$ cat src/rtl/enemy_wave_sprite_rom.sv
// 16x16 sprite ROM for the falling wave enemy: rule-based pixel decode feeding
// a registered RRRGGGBB colour output with one cycle of latency.
module enemy_wave_sprite_rom (
    input  logic       clk,
    input  logic       rst,
    input  logic [3:0] row,
    input  logic [3:0] col,
    output logic [7:0] color_data
);

    localparam logic [7:0] C_EYE    = 8'hFF;
    localparam logic [7:0] C_BODY   = 8'hE0;
    localparam logic [7:0] C_ANT    = 8'hFC;
    localparam logic [7:0] C_THRUST = 8'hF4;
    localparam logic [7:0] C_TRANS  = 8'hBB;

    logic [2:0] w_dc;
    logic [4:0] w_dc_plus_row;
    logic       w_eye;
    logic       w_body;
    logic       w_ant;
    logic       w_thrust;
    logic [7:0] w_color;
    logic [7:0] r_color = C_TRANS;

    // Mirrored column distance: left half counts down to the centre, right half counts up.
    assign w_dc          = col[3] ? col[2:0] : ~col[2:0];
    assign w_dc_plus_row = {2'b00, w_dc} + {1'b0, row};

    assign w_eye    = (row == 4'd4 || row == 4'd5) && (w_dc[2:1] == 2'b01);
    assign w_body   = (row >= 4'd2) && (row <= 4'd9) && (w_dc_plus_row <= 5'd9);
    assign w_ant    = (row <= 4'd1) && (w_dc == 3'd3);
    assign w_thrust = (row >= 4'd10) && (row <= 4'd12) && (w_dc == 3'd0);

    always_comb begin
        w_color = C_TRANS;
        if (w_eye)
            w_color = C_EYE;
        else if (w_body)
            w_color = C_BODY;
        else if (w_ant)
            w_color = C_ANT;
        else if (w_thrust)
            w_color = C_THRUST;
    end

    always_ff @(posedge clk) begin
        if (rst)
            r_color <= C_TRANS;
        else
            r_color <= w_color;
    end

    assign color_data = r_color;

endmodule

$ cat config.mk
export PLATFORM = sky130hd
export DESIGN_NAME = enemy_wave_sprite_rom
export DESIGN_NICKNAME = d
export VERILOG_FILES = /design/src/rtl/enemy_wave_sprite_rom.sv
export SDC_FILE = /design/constraint.sdc
export NUM_CORES = 1
export LEC_CHECK = 0
export CORE_AREA = 2 2 39 41
export DETAILED_ROUTE_END_ITERATION = 10
export DIE_AREA = 0 0 41 43
export PLACE_DENSITY = 0.69
export SLEW_MARGIN = 20
export SYNTH_ARGS = -nofsm -noshare
export SYNTH_HDL_FRONTEND = slang
export SYNTH_SLANG_ARGS = --single-unit
$ cat constraint.sdc
create_clock -name clk -period 4.78 [get_ports clk]
set_input_delay 0.956 -clock clk [delete_from_list [all_inputs] [get_ports clk]]
set_output_delay 0.956 -clock clk [all_outputs]
set_load 0.1 [all_outputs]
==> metrics.txt <==
outcome finished clean; maximum number of pins on one net before global-route repair 10; number of buffers created by CTS 3; Worst setup SP type input port; CTS tree built; worst ir drop on vdd 0.0000690 V; first-pass iteration count of the detailed router 2; net count of the finished layout 86; terminating pin of the worst hold path color_data[2]$_SDFF_PP0_; die height 43 um; antenna fix cells 0; slew at the pin closest to its max-slew limit 0.965 ns; routed wirelength normalized by instance count 10.1 um; Post-synth top cells sky130_fd_sc_hd__dfxtp_1, sky130_fd_sc_hd__nor2_1; min-delay worst type in -> reg; clock slew at the register clock pins of the worst setup and hold paths 0.04 ns; Site Rows 14; number of global-route vias before repair 382; Max-Cap Viols 0; beginning of the critical path col[3]; met1 Resource Use GR 10.3%; number of port buffers 15; number of buffer and inverter instances along the worst setup path 2; Post-CTS Hold Buffers 0; total number of yosys warnings 0; total of endpoints with negative setup slack in the final report 0; fraction of layout cells with a size suffix above 1 15.5%; top fanout value on the critical path 9; worst-case clock buffer depth 2; CTS resizes 0; number of clock sinks 5; Post-Syn Area per Cell 9.01 um^2; total congestion overflow 0; wire length of the first global-routing pass 1430 um; cell at the root of the clock tree sky130_fd_sc_hd__clkbuf_4; post-detail-place hpwl 756 um; floorplan die area 1760 um^2; CP arrival 3.21 ns; met2 Track Usage GR 21.9%; area delta synth->final 33.6%; slowest stage cell, crit path sky130_fd_sc_hd__clkdlybuf4s50_1; Detail Route Antenna Nets 0; filler cell count in the final layout 148; horizontal die dimension 41 um; most used standard cell by instance count after synthesis sky130_fd_sc_hd__dfxtp_1; footprint of the multi-input gates 354 um^2; placeable core area 1380 um^2; number of design rule violations left after detail routing 0; commonest register cell after synthesis sky130_fd_sc_hd__dfxtp_1; Post-Synthesis Cell Area 495 um^2; Seq cells post-synth 5; areal power density over the cells 304 nW/um^2; sequential element share of the synthesized area 20.2%; global-route usage over all layers 12.3%; effective utilization at floorplan 35.8%; slew margin rel. 35.5%; period utilisation layout 64.9%; max FFs per register 5; DR iter-0 viols 3; count of final hold-check violations 0; GR Layer Usage met3 3.14%; Yosys cell types 34; WP data required 4.89 ns; final wirelength 883 um; number of instances in the synthesized netlist 55; DR vias/cell 4.98; top cells by area, synth sky130_fd_sc_hd__dfxtp_1, sky130_fd_sc_hd__ha_1, sky130_fd_sc_hd__xnor2_1; critical path cell sequence clkdlybuf4s50_1 > xnor2_1 > ha_1 > inv_1 > fa_1 > nand2_1 > o221a_2 > o21ai_0 > a21oi_1; DP Area 636 um^2; Final Max Tran Viols 0; cell area after layout 662 um^2; number of antenna violations at the first check in global routing 0; LEAKAGE 0.272 nW; busiest grt layer met2; weighted congestion at the end of routability-driven global placement 0.780; storage element area 100 um^2; Worst Setup Path Type in -> reg; RSZ-0062 raised after global routing false; post-CTS setup buffer count 0; source of the worst hold timing path rst; number of primary I/O pins 18; Top Family by Delay on Critical Path buffers and inverters; post-layout minimum cycle time 3.10 ns; number of synthesized flops with an enable pin 0; Min-Delay Path Depth 2; Async SR Flop Fraction 0%; longest individual stage delay on the worst path 0.65 ns; htree depth 1; routed vias 433; area share of the largest cell type after synthesis 20.2%; Peak Freq 322 MHz; Worst Setup End Kind register; post-route setup TNS 0 ns; cell taking the most area after synthesis sky130_fd_sc_hd__dfxtp_1
==> how the worst max path moves through the flow <==
| stage | end | cells past startpoint |
|---|---|---|
| after global placement | color_data[3]$_SDFF_PP1_ | 9 |
| after floorplan | color_data[3]$_SDFF_PP1_ | 9 |
| final | color_data[3]$_SDFF_PP1_ | 9 |
| after detailed placement | color_data[3]$_SDFF_PP1_ | 9 |
| after global routing | color_data[3]$_SDFF_PP1_ | 9 |
| after CTS | color_data[3]$_SDFF_PP1_ | 9 |
==> routing by layer <==
layer,routed length (um),vias to the layer above,share of wire (%)
li1,-,227,-
met4,4,0,0.45
met5,0,-,0
met2,478,13,54
met3,47,2,5.3
met1,353,191,40
==> cell usage in the layout, fill, tap and decap left out, types with 2 or more instances in the layout <==
cell / n
sky130_fd_sc_hd__o21ai_1: 2
sky130_fd_sc_hd__dfxtp_1: 5
sky130_fd_sc_hd__nor2_1: 4
sky130_fd_sc_hd__ha_1: 3
sky130_fd_sc_hd__nor3_1: 2
sky130_fd_sc_hd__xnor2_1: 3
sky130_fd_sc_hd__inv_1: 3
sky130_fd_sc_hd__conb_1: 2
sky130_fd_sc_hd__nand2_1: 3
sky130_fd_sc_hd__xor2_1: 2
sky130_fd_sc_hd__clkdlybuf4s50_1: 15
sky130_fd_sc_hd__clkbuf_4: 3
sky130_fd_sc_hd__a21oi_1: 2
==> area by class of cell <==
cell class | count | share of cell area [%]
Tap cell | 16 | 3.02
Inverter | 3 | 1.70
Sequential cell | 5 | 15.1
Clock buffer | 4 | 3.97
Multi-Input combinational cell | 44 | 53.5
Timing Repair Buffer | 15 | 22.7
==> kinds of logic after synthesis <==
group	after synthesis	synth area share [%]
buf+inv	7	9.09
simple gates	18	24.7
fa+ha+maj	4	11.6
xor+xnor	5	8.84
other cells	1	0.757
compound gates	15	24.7
flops	5	20.2
==> stage by stage <==
stage | setup WS, ns | util, % | hold WS (ns) | power, mW | std cells
2_1_floorplan | 2.11 | - | 1.03 | 0.131 | 56
3_3_place_gp | 1.45 | 45.9 | 1.66 | 0.153 | 83
3_5_place_dp | 1.41 | 45.9 | 1.67 | 0.155 | 83
4_1_cts | 1.66 | 47.8 | 1.42 | 0.205 | 87
5_1_grt | 1.58 | 47.8 | 1.43 | 0.214 | 87
6_report | 1.68 | 47.8 | 1.42 | 0.201 | 87
==> where the power goes <==
| part | switching [mW] | internal [mW] |
|---|---|---|
| combinational | 0.0731 | 0.0327 |
| clock | 0.0163 | 0.0315 |
| sequential | 0.00119 | 0.0463 |
No activity file was read; power rests on OpenSTA's default activity.
